### src/rtl/gate_delay_meter.sv
// Measures cycle-quantised rise/fall propagation delay of a gate-under-test.
// Optional build macro GATE_DELAY_SYNC_COMP_EN subtracts the synchroniser cycle from results.
module gate_delay_meter #(
  parameter int CNT_W     = 8,
  parameter int SETTLE    = 16,
  parameter int TIMEOUT   = 200,
  parameter bit INVERTING = 1'b1
) (
  input  logic             clk,
  input  logic             rst,
  input  logic             start,
  input  logic             dut_out,
  output logic             stim,
  output logic             busy,
  output logic             done,
  output logic [CNT_W-1:0] lh_cycles,
  output logic [CNT_W-1:0] hl_cycles,
  output logic             timeout
);

  localparam int SW = (SETTLE > 1) ? $clog2(SETTLE) : 1;

  localparam logic [2:0] S_IDLE    = 3'd0;
  localparam logic [2:0] S_SET_LO  = 3'd1;
  localparam logic [2:0] S_MEAS_LH = 3'd2;
  localparam logic [2:0] S_SET_HI  = 3'd3;
  localparam logic [2:0] S_MEAS_HL = 3'd4;
  localparam logic [2:0] S_FIN     = 3'd5;

  localparam logic [CNT_W-1:0] TMO_VAL    = CNT_W'(TIMEOUT);
  localparam logic [SW-1:0]    SETTLE_TOP = SW'(SETTLE - 1);

  logic [2:0]       state_q, state_d;
  logic             sync1_q, sync2_q;
  logic             stim_q, stim_d;
  logic             busy_q, busy_d;
  logic             done_q, done_d;
  logic             tmo_q, tmo_d;
  logic [CNT_W-1:0] lh_q, lh_d;
  logic [CNT_W-1:0] hl_q, hl_d;
  logic [CNT_W-1:0] cnt_q, cnt_d;
  logic [SW-1:0]    settle_q, settle_d;

  logic             hit;
  logic             cnt_last;
  logic [CNT_W:0]   cnt_inc;
  logic [CNT_W-1:0] result;

  // While measuring, stim already holds the driven level, so the expected response is stim ^ INVERTING.
  assign hit      = (sync2_q == (stim_q ^ INVERTING));
  assign cnt_inc  = {1'b0, cnt_q} + 1'b1;
  assign cnt_last = (cnt_inc == (CNT_W + 1)'(TIMEOUT));

`ifdef GATE_DELAY_SYNC_COMP_EN
  assign result = (cnt_q == '0) ? '0 : cnt_q - 1'b1;
`else
  assign result = cnt_q;
`endif

  always_comb begin
    // NOTE: every next-state signal gets a default first so no path infers a latch.
    state_d  = state_q;
    stim_d   = stim_q;
    busy_d   = busy_q;
    done_d   = 1'b0;
    tmo_d    = tmo_q;
    lh_d     = lh_q;
    hl_d     = hl_q;
    cnt_d    = cnt_q;
    settle_d = settle_q;
    case (state_q)
      S_IDLE: if (start) begin
        lh_d     = '0;
        hl_d     = '0;
        tmo_d    = 1'b0;
        busy_d   = 1'b1;
        settle_d = SETTLE_TOP;
        state_d  = S_SET_LO;
      end
      S_SET_LO, S_SET_HI: begin
        if (settle_q == '0) begin
          stim_d  = (state_q == S_SET_LO);
          cnt_d   = '0;
          state_d = (state_q == S_SET_LO) ? S_MEAS_LH : S_MEAS_HL;
        end else begin
          settle_d = settle_q - 1'b1;
        end
      end
      S_MEAS_LH, S_MEAS_HL: begin
        if (hit) begin
          if (state_q == S_MEAS_LH) begin
            lh_d     = result;
            settle_d = SETTLE_TOP;
            state_d  = S_SET_HI;
          end else begin
            hl_d    = result;
            done_d  = 1'b1;
            state_d = S_FIN;
          end
        end else if (cnt_last) begin
          if (state_q == S_MEAS_LH) lh_d = TMO_VAL;
          else                      hl_d = TMO_VAL;
          tmo_d   = 1'b1;
          stim_d  = 1'b0;
          done_d  = 1'b1;
          state_d = S_FIN;
        end else begin
          cnt_d = cnt_inc[CNT_W-1:0];
        end
      end
      S_FIN: begin
        busy_d  = 1'b0;
        state_d = S_IDLE;
      end
      default: state_d = S_IDLE;
    endcase
  end

  // NOTE: sequential state uses non-blocking assignments so all flops update together.
  always_ff @(posedge clk) begin
    if (rst) begin
      state_q  <= S_IDLE;
      sync1_q  <= 1'b0;
      sync2_q  <= 1'b0;
      stim_q   <= 1'b0;
      busy_q   <= 1'b0;
      done_q   <= 1'b0;
      tmo_q    <= 1'b0;
      lh_q     <= '0;
      hl_q     <= '0;
      cnt_q    <= '0;
      settle_q <= '0;
    end else begin
      state_q  <= state_d;
      sync1_q  <= dut_out;
      sync2_q  <= sync1_q;
      stim_q   <= stim_d;
      busy_q   <= busy_d;
      done_q   <= done_d;
      tmo_q    <= tmo_d;
      lh_q     <= lh_d;
      hl_q     <= hl_d;
      cnt_q    <= cnt_d;
      settle_q <= settle_d;
    end
  end

  assign stim      = stim_q;
  assign busy      = busy_q;
  assign done      = done_q;
  assign lh_cycles = lh_q;
  assign hl_cycles = hl_q;
  assign timeout   = tmo_q;

endmodule

### config.mk
export PLATFORM = sky130hd
export DESIGN_NAME = gate_delay_meter
export DESIGN_NICKNAME = d
export VERILOG_FILES = /design/src/rtl/gate_delay_meter.sv
export SDC_FILE = /design/constraint.sdc
export NUM_CORES = 1
export LEC_CHECK = 0
export CORE_MARGIN = 4
export CORE_UTILIZATION = 40
export DETAILED_ROUTE_END_ITERATION = 6
export GPL_TIMING_DRIVEN = 0
export PLACE_DENSITY_LB_ADDON = 0.2
export SYNTH_ARGS = -nofsm -noshare
export SYNTH_HDL_FRONTEND = slang
export SYNTH_SLANG_ARGS = --single-unit
### constraint.sdc
create_clock -name clk -period 4.1 [get_ports clk]
set_input_delay 0.82 -clock clk [delete_from_list [all_inputs] [get_ports clk]]
set_output_delay 0.82 -clock clk [all_outputs]
set_load 0.03 [all_outputs]
==> results of run 1 <==
worst max-delay path by stage:
stage	startpoint	slack (ns)	endpoint	depth (start not counted)
finish	cnt_q[1]$_SDFFE_PP0P_	1.73	hl_cycles[7]$_SDFFE_PP0P_	6
global placement	rst	1.57	cnt_q[5]$_SDFFE_PP0P_	4
global route	cnt_q[1]$_SDFFE_PP0P_	1.47	hl_cycles[7]$_SDFFE_PP0P_	6
CTS	cnt_q[1]$_SDFFE_PP0P_	1.73	hl_cycles[6]$_SDFFE_PP0P_	6
floorplan	rst	2.04	cnt_q[2]$_SDFFE_PP0P_	4
detailed placement	rst	1.53	cnt_q[2]$_SDFFE_PP0P_	4
metal layers:
layer | track usage [%] | part of all wire, % | vias to the layer above
li1 | - | - | 814
met1 | 22.9 | 49 | 753
met2 | 27.0 | 45 | 33
met3 | 4.35 | 4.9 | 5
met4 | 4.66 | 1.4 | 0
met5 | 0 | 0 | -
state kept, by name (all words and copies together) (netlist names):
register	cells
state_q	3
settle_q	4
stim	1
busy	1
sync2_q	1
timeout	1
hl_cycles	8
sync1_q	1
lh_cycles	8
done	1
cnt_q	8
worst register-to-register path, delay by kind of cell, from the launching register on:
family                   cells  cell delay (ns)
multiplexers                 1             0.25
adder cells (fa/ha/maj)      1             0.33
AO/OA/AOI/OAI                3             1.09
flip-flops                   1             0.53
AND/OR/NAND/NOR              1             0.12
metrics by stage:
stage          instances  instance area, um2
2_1_floorplan        208                1830
3_3_place_gp         282                2110
3_5_place_dp         282                2110
4_1_cts              290                2230
5_1_grt              290                2230
6_report             290                2230
logic make-up (layout without fill, tap and decap cells):
kind of cell             Yosys count  count (layout)  synth area share [%]
buffers and inverters             23              53                  5.48
AO/OA/AOI/OAI                     54              54                  22.6
multiplexers                       8               8                  4.45
AND/OR/NAND/NOR                   74              74                  20.6
XOR/XNOR                           9               9                  4.31
adder cells (fa/ha/maj)            3               3                  2.05
flip-flops                        37              37                  40.5
cell type report:
type,instances,share of cell area [%]
Buffer,15,3.14
Clock buffer,5,3.09
Clock inverter,3,2.08
Inverter,8,1.35
Multi-Input combinational cell,148,44.3
Sequential cell,37,33.2
Tap cell,52,2.92
Timing Repair Buffer,22,9.88
power by group through the flow:
stage	Clock (W)	Sequential, W	Combinational (W)
2_1_floorplan	0	0.000470	0.000273
3_3_place_gp	0	0.000455	0.000384
3_5_place_dp	0	0.000455	0.000387
4_1_cts	0.000334	0.000447	0.000388
5_1_grt	0.000345	0.000456	0.000440
6_report	0.000323	0.000448	0.000387
cell usage in the layout (no fill, tap or decap), drive strengths merged, types with 5 or more instances in the layout:
cell	instances
nand2	24
nand3	5
nor3	7
o21ai	11
dfxtp	37
clkbuf	10
xnor2	7
a21oi	10
clkdlybuf4s50	22
inv	7
nor2	14
a32o	6
mux2i	7
buf	10
==> summary.md, run 1 <==
| Metric | Value |
|---|---|
| Min-delay src | sync1_q$_SDFF_PP0_ |
| H-tree lvl count | 2 |
| Multi-input logic area | 987 um2 |
| Slowest cell delay on critical path | roughly 0.62 ns |
| Slowest-stage cell, CP | a2111oi_4 |
| Post-DRT Antenna Nets | 0 |
| Worst Slack Setup Final | around 1.7 ns |
| Power, Total | between 0.001 and 0.0015 W |
| Setup Fix Bufs, Post-CTS | 0 |
| Die height | about 76 um |
| Via count | approximately 1600 |
| Net Sw Power | 0.000421 W |
| Reg2Reg Launch Point | cnt_q[1]$_SDFFE_PP0P_ |
| Status | complete, no violations |
| Post-synth top cells | dfxtp_1, nand2_1, nor2_1 |
| CTS tree | built |
| RSZ-0062 raised after global routing | no |
| WHS Path Cells | 1 |
| GPL Wtd Cong | between 0.8 and 0.9 |
| Finished Core Util | between 50% and 60% |
| DRT iter0 DRCs | between 100 and 150 |
| Die Area | between 5000 and 6000 um2 |
| Hold Vio Cnt, Final | 0 |
| Most common cell in the netlist | dfxtp_1 |
| Post-synth EDFFs | 0 |
| Overflow after GRT | 0 |
| Seq pwr share | between 30 and 40% |
| CP delay by family, top | compound AO/OA/AOI/OAI gates |
| PwrDens | approximately 520 nW/um2 |
| # IOs | 24 |
| CTS clock-pin slew for the worst setup and hold paths | roughly 0.08 ns |
| Ratio of cells with drive above 1 in the final layout | 10.1% |
| GRT Resource Usage Total | 17.0% |
| Max-slew headroom | between 30% and 40% |
| DP HPWL | 3.02 mm |
| Ranking of synthesized cells by area | dfxtp_1, nand2_1, mux2i_1 |
| Post-Route WL | 4.20 mm |
| Worst Path Arrival | roughly 2.6 ns |
| Post-CTS Hold Buffers | 0 |
| Flops & latches, synth | 37 |
| Core area | around 4400 um2 |
| CP bufs+invs | 0 |
| Startpoint types | flop |
| Crit path required time | between 4 and 5 ns |
| Clock latency on the worst-skew pair | a little under 0.3 ns |
| Hold slack | 0.457 ns |
| Crit Path Category | flop to flop |
| Top cell type by total area after synthesis | dfxtp_1 |
| Vias per inst | between 5 and 6 |
| Final Max Tran Viols | 0 |
| Peak Freq | 0.422 GHz |
| Mapped Avg Cell Area | around 8.8 um2 |
| Clock Path Buffers | 2 |
| Nets | about 240 |
| Worst r2r dst | hl_cycles[7]$_SDFFE_PP0P_ |
| Clock period minus final worst setup slack | 2.37 ns |
| CP cell instances | ha_1 > nand4_1 > o22ai_1 > o221ai_2 > a2111oi_4 > mux2i_1 |
| Register area | roughly 740 um2 |
| Number of synthesis warnings | 0 |
| Reg-to-reg slack, setup | between 1.5 and 2 ns |
| Worst-path maximum fanout | 9 |
| CP endpoint kind | flop |
| IO Port Bufs | 22 |
| Cell Int Power | around 0.00074 W |
| Row count | 24 |
| Worst R2R Path Depth | 6 |
| Hold endpoint | sync2_q$_SDFF_PP0_ |
| Asr flop ratio synth | 0% |
| Cts bufs inserted | 5 |
| Final Setup Violations | 0 |
| Leak Pwr | 0.756 nW |
| Largest net degree at the start of global routing | 14 |
| Largest vdd supply drop | between 0.3 and 0.4 mV |
| DRC errors left | 0 |
| Power share of the clock group | about 28% |
| Setup TNS | 0 ns |
| CTS Sinks | 37 |
| First-pass GRT wire length | ~7.5 mm |
| Synth Cell Area | between 1500 and 2000 um2 |
| PostCTS Resize Cnt | 0 |
| Synth Flop Type | dfxtp_1 |
| Mapped Cells | ~210 |
| Pre-antenna DRT Iters | 4 |
| DP Worst Slack | 1.53 ns |
| Final period utilization | between 50% and 60% |
| CTS root buf | clkbuf_8 |
| Vias in the first global route | 1569 |
| MaxCap Viol Count | 0 |
| Skew final | around 0.0062 ns |
| Fillers | ~430 |
| Hold Path Class | flop to flop |
| WL/cell | 14.5 um |
| Area Overhead vs Synth | 21.9% |
| Post-synthesis sequential area ratio | 40.5% |
| Area share of the largest cell type after synthesis | between 40% and 50% |
| Die Wd | approximately 76 um |
| Synth unique cells | 51 |
| Switching Share | between 30 and 40% |
| Initial antenna violation count | 0 |
| Worst-Margin Slew | around 0.96 ns |
| Ant. Diodes | 0 |
| Initial Util | about two fifths |
| Comb pwr share | around 33% |
| Syn_nets | between 200 and 250 |
Note: power is estimated with default switching activity, not from simulation.
==> run 2, diff against run 1 <==
clock period = 2.15 ns   (was 4.1 ns; I/O delays follow)
==> run 2 against run 1 <==
  * Worst setup slack worse by 1.6 ns
  * Design area rose by 4.7%
  * Sequential share of layout area shrank 1.3 points
  * Total power up 95%
  * Largest power group unchanged
==> summary.md, run 2 (synthesis gave the netlist of run 1 again) <==
| Metric | Value |
|---|---|
| CP cell instances | ha_2 > nand2_1 > nor4_4 > o221ai_4 > a211o_1 > buf_4 > a32o_1 |
| Switching Share | 36.5% (+0.21 points) |
| Clock Path Buffers | 2 (unchanged) |
| PwrDens | 969 nW/um2 (+86%) |
| Worst R2R Path Depth | 7 (+1) |
| Final Setup Violations | 0 (unchanged) |
| WL/cell | 14.9 um (+3.3%) |
| Hold Vio Cnt, Final | 0 (unchanged) |
| Pre-antenna DRT Iters | 4 (unchanged) |
| Slowest-stage cell, CP | dfxtp_4 |
| MaxCap Viol Count | 0 (unchanged) |
| Max-slew headroom | 54.2% (+19 points) |
| Fillers | 424 (-0.24%) |
| Final Max Tran Viols | 0 (unchanged) |
| CTS Sinks | 37 (unchanged) |
| Cts bufs inserted | 5 (unchanged) |
| Status | complete, no violations |
| DRT iter0 DRCs | 86 (-28%) |
| Post-Route WL | 4.39 mm (+4.7%) |
| Vias per inst | 5.59 (+0.91%) |
| Die height | 75.6 um (unchanged) |
| Min-delay src | sync1_q$_SDFF_PP0_ |
| Most frequent cells in the layout | dfxtp_1, nand2_1, clkdlybuf4s50_1 |
| Skew final | 0.00518 ns (-0.00107 ns) |
| Power share of the clock group | 27.3% (-0.6 points) |
| Placed cells | 282 (unchanged) |
| Startpoint types | flop |
| Worst r2r dst | lh_cycles[1]$_SDFFE_PP0P_ |
| DP Worst Slack | -0.228 ns (-1.76 ns) |
| CTS tree | built |
| H-tree lvl count | 2 (unchanged) |
| Overflow after GRT | 0 (unchanged) |
| Clock period minus final worst setup slack | 2.03 ns (-0.340 ns) |
| Register area | 746 um2 (+0.68%) |
| Peak Freq | 0.493 GHz (+17%) |
| Ratio of cells with drive above 1 in the final layout | 16.1% (+6.0 points) |
| DP HPWL | 3.02 mm (unchanged) |
| Area Overhead vs Synth | 27.6% |
| WHS Path Cells | 1 (unchanged) |
| Initial antenna violation count | 0 (unchanged) |
| Via count | 1642 (+2.3%) |
| Post-DRT Antenna Nets | 0 (unchanged) |
| Initial Util | 41.7% (unchanged) |
| CTS clock-pin slew for the worst setup and hold paths | 0.08 ns (about the same) |
| Row count | 24 (unchanged) |
| Hold slack | 0.456 ns (-0.000334 ns) |
| Power, Total | 0.00226 W (+95%) |
| CTS root buf | clkbuf_8 |
| Crit path required time | 2.34 ns (-1.99 ns) |
| Nets | 248 (+1.6%) |
| Reg-to-reg slack, setup | 0.12 ns (-1.61 ns) |
| Comb pwr share | 34.6% (+1.2 points) |
| Core area | 4380 um2 (unchanged) |
| Vias in the first global route | 1606 (+2.4%) |
| Die Area | 5720 um2 (unchanged) |
| # IOs | 24 (unchanged) |
| Largest net degree at the start of global routing | 14 (unchanged) |
| Non-filler cells, final | 294 (+1.4%) |
| CP endpoint kind | flop |
| Reg2Reg Launch Point | cnt_q[1]$_SDFFE_PP0P_ |
| Most common cell after layout, fill and taps aside | dfxtp_1 |
| Worst-path maximum fanout | 8 (-1) |
| GPL Wtd Cong | 0.858 (unchanged) |
| DRC errors left | 0 (unchanged) |
| Setup TNS | 0 ns (unchanged) |
| Worst-Margin Slew | 0.685 ns (-0.271 ns) |
| Net Sw Power | 0.000825 W (+96%) |
| Die Wd | 75.6 um (unchanged) |
| Leak Pwr | 0.820 nW (+8.4%) |
| First-pass GRT wire length | 7.62 mm (+2.1%) |
| IO Port Bufs | 22 (unchanged) |
| Final period utilization | 94.4% (+37 points) |
| Cell Int Power | 0.00143 W (+94%) |
| Hold endpoint | sync2_q$_SDFF_PP0_ |
| Multi-input logic area | 1040 um2 (+5.6%) |
| Slowest cell delay on critical path | 0.39 ns (-0.23 ns) |
| Worst Slack Setup Final | 0.120 ns (-1.61 ns) |
| Seq pwr share | 38.1% (-0.6 points) |
| Worst Path Arrival | 2.22 ns (-0.38 ns) |
| Crit Path Category | flop to flop |
| Clock latency on the worst-skew pair | 0.29 ns (about the same) |
| RSZ-0062 raised after global routing | yes |
| Hold Path Class | flop to flop |
| Largest vdd supply drop | 0.586 mV (+92%) |
| CP delay by family, top | compound AO/OA/AOI/OAI gates |
| Ant. Diodes | 0 (unchanged) |
| CP bufs+invs | 1 (+1) |
| GRT Resource Usage Total | 17.4% (+0.44 points) |
## run 2: power groups by stage
stage	Combinational (W)	Sequential [W]	Clock [W]
after floorplan	0.000521	0.000896	0
after global placement	0.000732	0.000868	0
after detailed placement	0.000737	0.000868	0
after CTS	0.000756	0.000853	0.000636
after global routing	0.000879	0.000872	0.000657
final	0.000783	0.000860	0.000617
## run 2: final cells by class
cell class / instances / area share (%)
Sequential cell: 37 / 32.0
Multi-Input combinational cell: 148 / 44.7
Inverter: 8 / 1.29
Clock inverter: 3 / 1.98
Clock buffer: 5 / 2.95
Buffer: 15 / 3.43
Tap cell: 52 / 2.79
Timing Repair Buffer: 26 / 10.9
## run 2: worst max path at each step
stage | end | from | depth (start not counted) | slack (ns)
5_1_grt | lh_cycles[2]$_SDFFE_PP0P_ | cnt_q[1]$_SDFFE_PP0P_ | 7 | -0.005
3_5_place_dp | hl_cycles[4]$_SDFFE_PP0P_ | cnt_q[1]$_SDFFE_PP0P_ | 6 | -0.23
2_1_floorplan | lh_cycles[1]$_SDFFE_PP0P_ | cnt_q[1]$_SDFFE_PP0P_ | 7 | 0.20
6_report | lh_cycles[1]$_SDFFE_PP0P_ | cnt_q[1]$_SDFFE_PP0P_ | 7 | 0.12
3_3_place_gp | hl_cycles[1]$_SDFFE_PP0P_ | cnt_q[1]$_SDFFE_PP0P_ | 6 | -0.19
4_1_cts | lh_cycles[1]$_SDFFE_PP0P_ | cnt_q[0]$_SDFFE_PP0P_ | 7 | 0.008
## run 2: metal layers
metal	vias to the layer above	wire [um]	GRT usage [%]
li1	820	-	-
met1	778	2090	22.8
met2	37	2020	28.3
met3	7	212	4.49
met4	0	72	5.24
met5	-	0	0
## run 2: metrics by stage
stage                     instance area [um2]  util [%]
after global placement                   2110      48.2
after detailed placement                 2110      48.2
after CTS                                2270      51.8
after floorplan                          1830         -
final                                    2330      53.2
after global routing                     2330      53.2
## run 2: repair_timing
item / in CTS / in global routing
pin swaps: 1 / 3
buffers inserted: 1 / 3
setup endpoints to repair: 22 / 26
hold buffers: 0 / 0
gates resized for setup: 5 / 15
==> run 3, diff against run 2 <==
CORE_MARGIN = unset   (was 4)
CORE_UTILIZATION = 49   (was 40)
==> run 3 against run 2 <==
  * Register-to-register slack got worse by 0.05 ns
  * Global-route usage increased by 4.2 points
  * Non-clock buffer count decreased by 1
  * Clock power decreased by 14%
  * Clock-buffer cell count increased by 2
  * Design area decreased by 1.9%
  * Via count increased by 1.3%
  * Sequential share of layout area increased by 0.63 points
  * Critical endpoint unchanged
  * Total power decreased by 4.1%
  * Combinational power decreased by 0.8%
==> summary.md, run 3 (synthesis gave the netlist of run 1 again) <==
| Metric | Value |
|---|---|
| DRT iter0 DRCs | 121 (+41%) |
| CP cell instances | clkbuf_2 > nand2_1 > nor4_4 > o221ai_4 > a211o_1 > buf_2 > a32o_1 |
| Reg2Reg Launch Point | cnt_q[4]$_SDFFE_PP0P_ |
| Largest vdd supply drop | 0.845 mV (+44%) |
| GPL Wtd Cong | 0.845 (-1.5%) |
| Die Area | 3980 um2 (-30%) |
| Most frequent cells in the layout | dfxtp_1, nand2_1, clkdlybuf4s50_1 |
| Final Max Tran Viols | 0 (unchanged) |
| Dpl cell area | 2110 um2 (-0.36%) |
| Met3 routed WL | 171 um (-19%) |
| Pre-antenna DRT Iters | 4 (unchanged) |
| CTS clock-pin slew for the worst setup and hold paths | 0.07 ns (about the same) |
| Core area | 3440 um2 (-21%) |
| Non-filler cells, final | 287 (-2.4%) |
| Slowest cell delay on critical path | 0.33 ns (-0.06 ns) |
| M1 wire length | 1.94 mm (-7.4%) |
| Crit path required time | 2.33 ns (about the same) |
| Area Overhead vs Synth | 25.1% |
| WHS Path Cells | 1 (unchanged) |
| Hold endpoint | sync2_q$_SDFF_PP0_ |
| Met2 WL | 2.10 mm (+4.3%) |
| Crit Path Category | flop to flop |
| # IOs | 24 (unchanged) |
| Placed cells | 276 (-2.1%) |
| Ant. Diodes | 0 (unchanged) |
| Hold Vio Cnt, Final | 0 (unchanged) |
| Min-delay src | sync1_q$_SDFF_PP0_ |
| Clock Path Buffers | 2 (unchanged) |
| CP endpoint kind | flop |
| CTS root buf | clkbuf_8 |
| Setup TNS | 0 ns (unchanged) |
| Design area | 2290 um2 (-1.9%) |
| H-tree lvl count | 2 (unchanged) |
| Startpoint types | flop |
| Most common cell after layout, fill and taps aside | dfxtp_1 |
| Peak Freq | 0.482 GHz (-2.2%) |
| PwrDens | 948 nW/um2 (-2.2%) |
| Worst-path maximum fanout | 8 (unchanged) |
| Cts bufs inserted | 5 (unchanged) |
| CTS Sinks | 37 (unchanged) |
| First-pass GRT wire length | 6.79 mm (-11%) |
| Die Wd | 63.1 um (-17%) |
| Status | complete, no violations |
| Leak Pwr | 0.807 nW (-1.5%) |
| Worst r2r dst | lh_cycles[1]$_SDFFE_PP0P_ |
| Worst-Margin Slew | 0.747 ns (+0.0622 ns) |
| Ratio of cells with drive above 1 in the final layout | 13.7% (-2.4 points) |
| MaxCap Viol Count | 0 (unchanged) |
| Overflow after GRT | 0 (unchanged) |
| Post-Route WL | 4.21 mm (-4.2%) |
| Final period utilization | 96.5% (+2.1 points) |
| Die height | 63.1 um (-17%) |
| Max-slew headroom | 49.8% (-4.4 points) |
| Reg-to-reg slack, setup | 0.07 ns (-0.05 ns) |
| DRC errors left | 0 (unchanged) |
| Final Setup Violations | 0 (unchanged) |
| Largest net degree at the start of global routing | 12 (-2) |
| Worst R2R Path Depth | 7 (unchanged) |
| Row count | 21 (-13%) |
| Initial Util | 53.1% (+11 points) |
| Initial antenna violation count | 0 (unchanged) |
| Vias per inst | 5.79 (+3.7%) |
| Hold slack | 0.456 ns (-0.000196 ns) |
| CP delay by family, top | compound AO/OA/AOI/OAI gates |
| Top Layer Used | met3 |
| DP HPWL | 2.87 mm (-5.0%) |
| Worst Path Arrival | 2.26 ns (+0.04 ns) |
| GRT Resource Usage Total | 21.6% (+4.2 points) |
| Clock period minus final worst setup slack | 2.08 ns (+0.0451 ns) |
| IO Port Bufs | 22 (unchanged) |
| Hold Path Class | flop to flop |
| WL/cell | 14.7 um (-1.8%) |
| Nets | 247 (-0.40%) |
| Finished Core Util | 66.4% (+13 points) |
| Crit. path cell count | 7 (unchanged) |
| CP bufs+invs | 2 (+1) |
| Slowest-stage cell, CP | nor4_4 |
| CTS tree | built |
| Clock latency on the worst-skew pair | 0.29 ns (about the same) |
| Vias in the first global route | 1454 (-9.5%) |
| Skew final | 0.00654 ns (+0.00136 ns) |
| Post-DRT Antenna Nets | 0 (unchanged) |
| Via count | 1663 (+1.3%) |
==> run 3: worst max path at each step <==
stage / from / end / slack [ns]
after floorplan: cnt_q[1]$_SDFFE_PP0P_ / lh_cycles[1]$_SDFFE_PP0P_ / 0.20
after global placement: cnt_q[1]$_SDFFE_PP0P_ / hl_cycles[0]$_SDFFE_PP0P_ / -0.15
after detailed placement: cnt_q[1]$_SDFFE_PP0P_ / hl_cycles[7]$_SDFFE_PP0P_ / -0.18
after CTS: cnt_q[0]$_SDFFE_PP0P_ / cnt_q[5]$_SDFFE_PP0P_ / -0.03
after global routing: stim$_SDFFE_PP0P_ / lh_cycles[1]$_SDFFE_PP0P_ / -0.02
final: cnt_q[4]$_SDFFE_PP0P_ / lh_cycles[1]$_SDFFE_PP0P_ / 0.07
==> run 3: power by group <==
group	switching (W)	internal, W	total, W
logic	0.000463	0.000314	0.000777
clock network	0.000243	0.000290	0.000532
registers	0.0000891	0.000770	0.000859
total	0.000795	0.00137	0.00217
==> run 3: metrics by stage <==
stage	setup WS (ns)	total power [W]
5_1_grt	-0.0244	0.00231
2_1_floorplan	0.203	0.00142
6_report	0.0748	0.00217
3_3_place_gp	-0.146	0.00159
3_5_place_dp	-0.181	0.00160
4_1_cts	-0.0253	0.00214
==> run 3: what timing repair did <==
| action | in CTS | in global routing |
|---|---|---|
| pin swaps | 1 | 3 |
| hold buffers | 0 | 0 |
| setup buffers | 1 | 2 |
| gates resized for setup | 1 | 14 |
| setup endpoints to repair | 15 | 24 |
==> run 3: cell type report <==
type / count / area [um2]
fill: 292 / 1150
multi-input combinational: 148 / 1030
sequential: 37 / 746
timing repair buffer: 25 / 246
clock buffer: 7 / 96.3
buffer: 15 / 77.6
tap: 46 / 57.6
inverter: 8 / 30.0
clock inverter: 1 / 5.00
==> run 3: worst reg2reg max path, cell delays in order, from the launching register on <==
cell and delay (ns):
dfxtp_1 0.31, clkbuf_2 0.21, nand2_1 0.17, nor4_4 0.33, o221ai_4 0.19, a211o_1 0.30
buf_2 0.19, a32o_1 0.28
==> run 3: metal layers <==
layer	vias up	global-route usage, %
li1	817	-
met1	809	29.0
met2	37	34.4
met3	0	5.98
met4	0	4.36
met5	-	0
